File: config.mk
export PLATFORM = sky130hd
export DESIGN_NAME = truth_table_scanner
export DESIGN_NICKNAME = d
export VERILOG_FILES = /design/src/rtl/truth_table_scanner.sv
export SDC_FILE = /design/constraint.sdc
export NUM_CORES = 1
export LEC_CHECK = 0
export CAP_MARGIN = 20
export CORE_MARGIN = 5
export CORE_UTILIZATION = 23
export DETAILED_ROUTE_END_ITERATION = 16
export PLACE_DENSITY_LB_ADDON = 0.2
export SETUP_SLACK_MARGIN = 0.5
export SLEW_MARGIN = 20
export SYNTH_ARGS = -nofsm -noshare
export SYNTH_HDL_FRONTEND = slang
export SYNTH_SLANG_ARGS = --single-unit
File: constraint.sdc
create_clock -name clk -period 3 [get_ports clk]
set_input_delay 0.6 -clock clk [delete_from_list [all_inputs] [get_ports clk]]
set_output_delay 0.6 -clock clk [all_outputs]
set_load 0.02 [all_outputs]
File: src/rtl/truth_table_scanner.sv
// Drives a 3-input combinational block through all eight vectors, captures its output as a
// truth table and compares it against a latched expected mask.
module truth_table_scanner #(
  parameter int unsigned SETTLE = 1
) (
  input  logic       clk,
  input  logic       rst_n,
  input  logic       start,
  input  logic [7:0] expected,
  input  logic       f_in,
  output logic [0:2] data_out,
  output logic       busy,
  output logic       done,
  output logic [7:0] result,
  output logic       match,
  output logic [3:0] err_count
);

  localparam logic [1:0] StIdle = 2'd0;
  localparam logic [1:0] StScan = 2'd1;
  localparam logic [1:0] StDone = 2'd2;

  localparam logic [3:0] Reload = 4'(SETTLE - 1);

  logic [1:0] state_q, state_d;
  logic [2:0] idx_q, idx_d;
  logic [3:0] cnt_q, cnt_d;
  logic [7:0] exp_q, exp_d;
  logic [7:0] result_q, result_d;
  logic [3:0] err_q, err_d;
  logic       match_q, match_d;
  logic       miss;
  logic [3:0] err_inc;

  always_comb begin
    state_d  = state_q;
    idx_d    = idx_q;
    cnt_d    = cnt_q;
    exp_d    = exp_q;
    result_d = result_q;
    err_d    = err_q;
    match_d  = match_q;
    miss     = f_in != exp_q[idx_q];
    err_inc  = err_q + 4'(miss);

    case (state_q)
      StIdle: begin
        if (start) begin
          exp_d    = expected;
          result_d = 8'h00;
          err_d    = 4'd0;
          match_d  = 1'b0;
          idx_d    = 3'd0;
          cnt_d    = Reload;
          state_d  = StScan;
        end
      end
      StScan: begin
        if (cnt_q != 4'd0) begin
          cnt_d = cnt_q - 4'd1;
        end else begin
          // Sample on the last edge of the hold window for this vector.
          result_d[idx_q] = f_in;
          err_d           = err_inc;
          if (idx_q == 3'd7) begin
            match_d = (err_inc == 4'd0);
            state_d = StDone;
          end else begin
            idx_d = idx_q + 3'd1;
            cnt_d = Reload;
          end
        end
      end
      StDone:  state_d = StIdle;
      default: state_d = StIdle;
    endcase
  end

  always_ff @(posedge clk or negedge rst_n) begin
    if (!rst_n) begin
      state_q  <= StIdle;
      idx_q    <= 3'd0;
      cnt_q    <= 4'd0;
      exp_q    <= 8'h00;
      result_q <= 8'h00;
      err_q    <= 4'd0;
      match_q  <= 1'b0;
    end else begin
      state_q  <= state_d;
      idx_q    <= idx_d;
      cnt_q    <= cnt_d;
      exp_q    <= exp_d;
      result_q <= result_d;
      err_q    <= err_d;
      match_q  <= match_d;
    end
  end

  // data_out[0] is the MSB, so a positional assignment keeps x on bit 0.
  assign data_out  = idx_q;
  assign busy      = (state_q == StScan);
  assign done      = (state_q == StDone);
  assign result    = result_q;
  assign match     = match_q;
  assign err_count = err_q;

endmodule

* Word-level counts from Yosys, hierarchy flattened *
Index checks and enable logic that the tools add are counted.

storage, ports and cells
  register bits after elaboration = 30
  bits of input ports = 12
  output and inout port bits = 18
  logic and storage cells = 58

operators by class
  add/sub/neg operators = 3
  order comparisons = 2
  eq/ne operators = 9
  muxes and demuxes = 26
  reduce and logical (&&, ||, !) cells = 11

operators by type and width
  operator               count
  $mux W4                4
  $mux W8                2
  $pmux W4 S2            2
  $pmux W8 S2            1
  $mux W3                3
  $reduce_and A3 Y1      3
  $bwmux W8              1
  $reduce_and A4 Y1      2
  $mux W2                3
  $ne A2 B2 Y1 const B   3
  $pmux W3 S2            1
  $mux W1                5
  $add A4 B1 Y4          1
  $logic_not A4 Y1       1
  $lt A3 B4 Y1 const B   1
  $pmux W2 S2            1
  $reduce_bool A4 Y1     1
  $sub A4 B1 Y4 const B  1
  $add A3 B1 Y3 const B  1
  $bmux W1 S3            1
  $demux W1 S3           1
  $eq A3 B3 Y1 const B   1
  $ge A3 B1 Y1 const B   1
  $ne A3 B3 Y1 const B   1
  9 further kinds        9

* Longest topological paths before layout *
Gate-level depths: netlist of the first run.

  depth in word-level cells = 8
  gate-level depth with buffers = 10
  mapped depth without buffers = 9

* Least setup slack after synthesis of the first run *
OpenSTA, ideal clock, no wires.

  kind = reg2reg
  start point = reg idx_q[1] (netlist: data_out[1])
  end point = reg match_q (netlist: match)
  library setup time = 0.104 ns
  arrival = 2.105 ns
  data required time = 2.896 ns
  setup slack = 0.792 ns
  stages on the path, launching flop included = 10
  buffers on the path = 1
  period minus slack after synthesis = 2.208 ns
  cell sequence = dfrtp_1 buf_2 inv_1 nor4b_1 nor3_1 xnor2_1 ha_1 ha_1 xor2_1 o41ai_2

on the way
  longest elaborated chain between the ends = 8
  elaborated cells between the ends (all ways) = 11
  those cells by class = add/sub (1); eq/ne (3); mux (5); reduce/logical (2)

RTL lines
  element                        RTL line  RTL
  start, declared                26        logic [2:0] idx_q, idx_d;
  start signal, assigned         90        idx_q <= idx_d;
  $bmux W1 S3                    43        miss = f_in != exp_q[idx_q];
  $mux W1 (implied by the code)  43
  $ne A1 B1 Y1                   43
  $add A4 B1 Y4                  44        err_inc = err_q + 4'(miss);
  $logic_not A4 Y1               66        match_d = (err_inc == 4'd0);
  $mux W1                        65        if (idx_q == 3'd7) begin
  $mux W1                        59        if (cnt_q != 4'd0) begin
  $pmux W1 S2                    46        case (state_q)
  end signal, assigned           95        match_q <= match_d;
  end, declared                  31        logic match_q, match_d;

Parallel ways exist; a longest one is shown, timed or not. The select of a mux whose other input is x is not followed.
A chain may end at the register's enable or synchronous reset.

* Worst setup path in the final report of the first run *
  start point = reg state_q[1]
  end point = out busy

on the way
  longest elaborated chain between the ends = 1

RTL lines
  element                 RTL line  RTL
  start, declared         25        logic [1:0] state_q, state_d;
  start signal, assigned  81        state_q <= StIdle;
  start signal, assigned  89        state_q <= state_d;
  $eq A2 B1 Y1            101       assign busy = (state_q == StScan);
  end, declared           12        output logic busy,

Every way passes these cells.

==> summary.md, run 1 <==
| Metric | Value |
|---|---|
| Worst Max-Slew Pin Slew | ~0.50 ns |
| R2R Setup Slk | around 0.69 ns |
| Clock tree buffer depth | 2 |
| Asr flop ratio synth | 100.0% |
| Fin Clk Skew | about 0.006 ns |
| Most frequent cells in the layout | 29 x clkdlybuf4s50_1, 27 x dfrtp_1, 17 x o21ai_0 |
| Top-area cell type share of the netlist area | a little under half |
| Core Region | roughly 6700 um^2 |
| CTS tree | yes |
| Per-cell routed wire length | ~13 um |
| Max cap viols | 0 |
| Num CTS Buffers | 5 |
| Synth Area in Compound Gates | between 15 and 20% |
| Layout net count | around 200 |
| Xor/xnor cell area share of the yosys netlist | 2.798% |
| FP Rows | 30 |
| Synth area leaders | dfrtp_1 48%, o21ai_0 5.4%, mux2_2 5.0%, ha_1 4.8%, a22o_1 2.2% |
| Setup_tns | 0 ns |
| Vias | 1,176 |
| DRC Markers | 0 |
| Worst Path Required | approximately 2.4 ns |
| Main synth FF type | dfrtp_1 |
| Mean post-synth cell area | between 10 and 15 um^2 |
| Initial Util | approximately a quarter |
| Seq/Total Area, Yosys | 47.96% |
| Cell Chain, Critical Path | nand2b_2 -> inv_2 -> clkdlybuf4s50_1 |
| First-pass GRT wire length | approximately 5700 um |
| Share of layout cells above drive strength 1 | between 10% and 20% |
| Crit path capture type | primary output |
| H-tree levels | 2 |
| Final setup fails | 0 |
| Total Routing Usage GR | around 8.5% |
| Min-Delay Startpoint | match |
| Count of pins over their slew limit | 0 |
| IO buf count | 29 |
| Area delta synth->final | 29.26% |
| Crit share post-route | 80.01% |
| Die footprint | between 8000 and 9000 um^2 |
| Hold Path Class | reg -> reg |
| Most common cell after layout, fill and taps aside | clkdlybuf4s50_1 |
| Syn. warnings | 0 |
| Total gr overflow | 0 |
| Leakage | 0.8340 nW |
| Setup bufs post-CTS | 0 |
| Final worst setup slack | roughly 0.60 ns |
| Crit path max-delay family | buffers and inverters |
| I/O Pins | 30 |
| Flops & latches, synth | 30 |
| Unrepaired setup endpoints after global routing | false |
| Vias in the first global route | between 1,000 and 1,500 |
| Die H | approximately 90 um |
| Crit path kind | reg -> out |
| Chip Width | 92.50 um |
| Status | completed |
| Worst R2R Start | data_out[2] |
| Post-place setup slack | between 0.5 and 0.6 ns |
| Power density of the placed cells | approximately 1000 nW/um^2 |
| Residual antenna-violating net count after detailed routing | 0 |
| Vias per std cell | ~4.5 |
| Area leader, netlist | dfrtp_1 |
| EDFF count, synth | 0 |
| Antenna diodes | 0 |
| Largest net degree at the start of global routing | 31 |
| R2R depth | 8 |
| Clk sinks | 30 |
| Worst vdd ir | between 0.0002 and 0.00025 V |
| TritonRoute pass-1 iters | 4 |
| CP Launch Type | flop |
| Post-DP HPWL | roughly 2600 um |
| DR iter-0 viols | 39 |
| WP data arrival | about 1.8 ns |
| Crit path buf inv count | 2 |
| Hold Crit Depth | 2 |
| Slowest stage cell, crit path | clkdlybuf4s50_1 |
| Post-Syn Instances | ~150 |
| Final hold viol count | 0 |
| Multiplexer share of the synthesized area | under 10% |
| GPL Wtd Cong | around 0.72 |
| Worst-path clk slew | approximately 0.06 ns |
| Worst flop-to-flop path endpoint | match |
| CP Max Fanout | 9 |
| Routed WL | 3424 um |
| Max-slew headroom | between 60% and 70% |
| Skew-Pair Late Insertion Delay | around 0.28 ns |
| Syn nets | 166 |
| Min-Delay Endpoint | match |
| Synth Area in Simple Gates | 13.83% |
| Max incr delay on CP | just over 0.6 ns |
| Root buffer cell | clkbuf_8 |
| Initial antenna violation count | 0 |
| Synth unique cells | 39 |
| Post-layout util | between 30% and 40% |
| Mapped Area | ~1600 um^2 |
| Final worst path period need | ~2.4 ns |
| Fill count | 682 |
| Largest family of logic cells by synthesized area | compound AO/OA/AOI/OAI gates |
| # hold bufs at CTS | 0 |
| Max Clk Rate | approximately 0.42 GHz |
| Synth Area in Adders | 4.796% |
## sequential cells by signal, summed over array words and instances (netlist names)
signal     cells
exp_q          8
result         8
cnt_q          4
err_count      4
data_out       3
state_q        2
match          1
## repair_timing
action | CTS | global route
endpoints found under the setup margin | 1 | 2
resized for setup | 2 | 3
pin swaps | 0 | 0
## cell type report
type / count / area [um^2] / area share, %
flip-flops and latches: 30 / 754.5 / 37.29
multi-input cells: 103 / 745.7 / 36.86
repair buffers: 31 / 305.3 / 15.09
well taps: 80 / 100.1 / 4.947
clock buffers: 7 / 86.33 / 4.267
inverters: 7 / 26.28 / 1.299
clock inverters: 1 / 5.005 / 0.2474
## synth_stat cells, types with 4 or more instances
master    instances
nand2_1           9
ha_1              6
nor3_1            4
mux2_2            7
a22o_1            4
buf_2             6
o21ai_1           4
inv_1             7
a31oi_1           4
xor2_1            4
dfrtp_1          30
nor2b_1           5
nand2b_1          4
o21ai_0          17
## metrics by stage
step | total power (W) | std cells | hold slack, ns | area [um^2]
after floorplan | 0.001390 | 148 | 0.3044 | 1565
final | 0.002028 | 259 | 0.5106 | 2023
after detailed placement | 0.001713 | 251 | 0.5003 | 1926
after global routing | 0.002190 | 259 | 0.5343 | 2023
after CTS | 0.002057 | 259 | 0.5165 | 2019
after global placement | 0.001715 | 251 | 0.4973 | 1926
## tightest hold or removal path, stage by stage (launching register included)
cell	delay, ns
dfrtp_1	0.36
o21ai_1	0.08
o41ai_2	0.04
## worst max path at each step
| stage | to | cells past startpoint | start |
|---|---|---|---|
| global placement | match | 8 | data_out[2] |
| CTS | match | 8 | data_out[2] |
| finish | busy | 3 | state_q[1] |
| global route | busy | 3 | state_q[1] |
| detailed placement | match | 8 | data_out[2] |
| floorplan | match | 9 | data_out[1] |
## power by group
group	internal, W	switching [W]	leakage [nW]
Combinational	0.000468	0.000459	0.411
Sequential	0.000583	0.000184	0.374
Clock	0.000185	0.000149	0.0482
## logic make-up (layout without fill, tap and decap cells)
logic type / after synthesis / count (layout)
xor gates and xnor gates: 5 / 5
buffers and inverters: 15 / 46
and+or+nand+nor: 37 / 37
muxes: 11 / 11
adders and majority gates: 6 / 6
DFF: 30 / 30
AOI/OAI and AO/OA: 44 / 44
## routing by layer
layer / up-vias / GRT usage (%) / wire length (um)
met5: - / 0 / 0
met4: 0 / 3.342 / 68
met3: 5 / 3.006 / 182
met2: 25 / 13.66 / 1560
met1: 553 / 10.29 / 1614
li1: 593 / - / -
Power figures use the tool's default switching activity.
==> run 2: changes to the inputs <==
- clock period: 3 -> 2.5 ns (I/O delays scaled with it)
==> run 2 against run 1 <==
  * Global-route usage up 1.6 points
  * Register-to-register slack worse by 0.25 ns
  * Die area unchanged
  * Critical path depth up 6
  * Worst setup slack worse by 0.16 ns
  * Power up 38%
  * Via count up 5.0%
  * Sequential cell count unchanged
  * Highest routed layer unchanged
==> summary.md, run 2 (synthesized netlist as in run 1, its figures left out) <==
| Metric | Value |
|---|---|
| Share of layout cells above drive strength 1 | 24.60% (+7.8 points) |
| Final worst setup slack | 0.4385 ns (-0.1613 ns) |
| Area delta synth->final | 39.49% |
| Final worst path period need | roughly 2.1 ns |
| Max cap viols | 0 (unchanged) |
| Count of pins over their slew limit | 0 (unchanged) |
| FP Rows | 30 (unchanged) |
| Cell Chain, Critical Path | nand2_1 -> o32ai_1 -> nor3_2 -> xnor2_1 -> ha_2 -> nand3_2 -> xor2_2 -> nand2_1 -> o41ai_2 |
| Final hold viol count | 0 (unchanged) |
| Dpl cells | 255 (+1.6%) |
| Routed WL | 4004 um (+17%) |
| Fin cells | 267 (+3.1%) |
| Largest net degree at the start of global routing | 31 (unchanged) |
| Antenna diodes | 0 (unchanged) |
| IO buf count | 29 (unchanged) |
| Skew-Pair Late Insertion Delay | 0.29 ns (about the same) |
| GPL Wtd Cong | 0.7108 (-0.93%) |
| Crit-path most repeated cell | nand2_1 |
| Total Routing Usage GR | 10.05% (+1.6 points) |
| Clk sinks | 30 (unchanged) |
| Fin Clk Skew | 0.004374 ns (-0.001811 ns) |
| Total gr overflow | 0 (unchanged) |
| DRC Markers | 0 (unchanged) |
| Most frequent cells in the layout | 26 x dfrtp_1, 26 x clkdlybuf4s50_1, 17 x o21ai_0 |
| Worst-path clk slew | 0.07 ns (about the same) |
| Crit path buf inv count | 0 (-2) |
| Initial Util | 23.30% (unchanged) |
| Post-DP HPWL | 2850 um (+11%) |
| DR iter-0 viols | 25 (-36%) |
| Crit share post-route | approximately 80% |
| Residual antenna-violating net count after detailed routing | 0 (unchanged) |
| Unrepaired setup endpoints after global routing | true |
| Core Region | 6719 um^2 (unchanged) |
| Worst flop-to-flop path endpoint | match |
| Vias | 1,235 (+5.0%) |
| R2R Setup Slk | 0.44 ns (-0.25 ns) |
| TritonRoute pass-1 iters | 4 (unchanged) |
| Final setup fails | 0 (unchanged) |
| Worst Path Required | 2.69 ns (+0.29 ns) |
| Max-slew headroom | 73.10% (+6.3 points) |
| Setup crit end | match |
| Critical path launch point | data_out[2] |
| # hold bufs at CTS | 0 (unchanged) |
| Leakage | 0.9145 nW (+9.7%) |
| Chip Width | 92.50 um (unchanged) |
| Worst vdd ir | 0.0004045 V (+67%) |
| Layout net count | 204 (+4.1%) |
| Worst R2R Start | data_out[2] |
| Clock tree buffer depth | 2 (unchanged) |
| Post-layout util | 32.50% (+2.4 points) |
| WP data arrival | 2.25 ns (+0.45 ns) |
| CTS tree | yes |
| Die H | 92.50 um (unchanged) |
| Vias in the first global route | 1,330 (+11%) |
| Max incr delay on CP | 0.48 ns (-0.14 ns) |
| Vias per std cell | 4.625 (+1.9%) |
| Root buffer cell | clkbuf_8 |
| Initial antenna violation count | 0 (unchanged) |
| Crit path depth | 9 (+6) |
| Setup_tns | 0 ns (unchanged) |
| I/O Pins | 30 (unchanged) |
| Fill count | 681 (-0.15%) |
| CP Max Fanout | 7 (-2) |
| Worst Max-Slew Pin Slew | 0.4035 ns (-0.09466 ns) |
| Hold Path Class | reg -> reg |
| Num CTS Buffers | 5 (unchanged) |
| Crit path capture type | flop |
| Per-cell routed wire length | 15.00 um (+13%) |
| Post-place setup slack | 0.2510 ns (-0.2857 ns) |
| R2R depth | 9 (+1) |
| First-pass GRT wire length | 6637 um (+16%) |
| CP Launch Type | flop |
| H-tree levels | 2 (unchanged) |
| Crit path max-delay family | compound AO/OA/AOI/OAI gates |
| Power density of the placed cells | 1284 nW/um^2 (+28%) |
| Crit path kind | reg -> reg |
| Slowest stage cell, crit path | dfrtp_4 |
| Max Clk Rate | a little under 0.5 GHz |
| Status | completed |
| Die footprint | 8555 um^2 (unchanged) |
==> run 2: cell types whose count changed in the layout (fill, tap and decap cells not counted), sizes merged <==
cell           change
clkdlybuf4s50      -3
dlygate4sd2        +2
buf                +8
clkinv             -1
clkbuf             -1
bufinv             +2
dlymetal6s2s       +1
==> run 2: worst min-delay path by stage <==
stage	start	endpoint	slack [ns]	cells past startpoint
3_3_place_gp	exp_q[4]	exp_q[4]	0.49	1
4_1_cts	exp_q[4]	exp_q[4]	0.52	1
6_report	exp_q[4]	exp_q[4]	0.51	1
5_1_grt	exp_q[4]	exp_q[4]	0.53	1
2_1_floorplan	rst_n	cnt_q[0]	0.20	0
3_5_place_dp	exp_q[0]	exp_q[0]	0.50	1
==> run 2: stage by stage <==
| stage | total power [W] | hold WS (ns) | instance area, um^2 |
|---|---|---|---|
| floorplan | 0.001727 | 0.2044 | 1602 |
| global placement | 0.002136 | 0.4943 | 1973 |
| detailed placement | 0.002132 | 0.5013 | 1973 |
| CTS | 0.002820 | 0.5188 | 2150 |
| global route | 0.003008 | 0.5294 | 2183 |
| finish | 0.002804 | 0.5131 | 2183 |
==> run 2: power by group <==
group	total [W]	internal (W)	switching, W	leakage [nW]
Clock	0.000619	0.000425	0.000194	0.0714
Combinational	0.00130	0.000643	0.000655	0.470
Sequential	0.000887	0.000705	0.000182	0.373
==> run 2: cell type report <==
type,count,area (um^2),share of cell area [%]
Timing Repair Buffer,39,365.4,16.73
Tap cell,80,100.1,4.585
Clock buffer,6,82.58,3.782
Multi-Input combinational cell,103,790.8,36.22
Clock inverter,2,60.06,2.751
Inverter,7,26.28,1.203
Sequential cell,30,758.2,34.73
==> run 2: timing repair <==
action | in CTS | in global routing
pin swaps | 3 | 2
setup endpoints to repair | 8 | 9
resized for setup | 5 | 6
setup buffers | 3 | 1
==> run 2: routing by layer <==
layer	global-route usage (%)	up-vias	wire (um)	part of all wire (%)
met5	0	-	0	0
met1	11.45	595	1686	42
met4	4.455	0	81	2.0
met2	17.34	24	2031	51
met3	2.924	6	205	5.1
li1	-	610	-	-
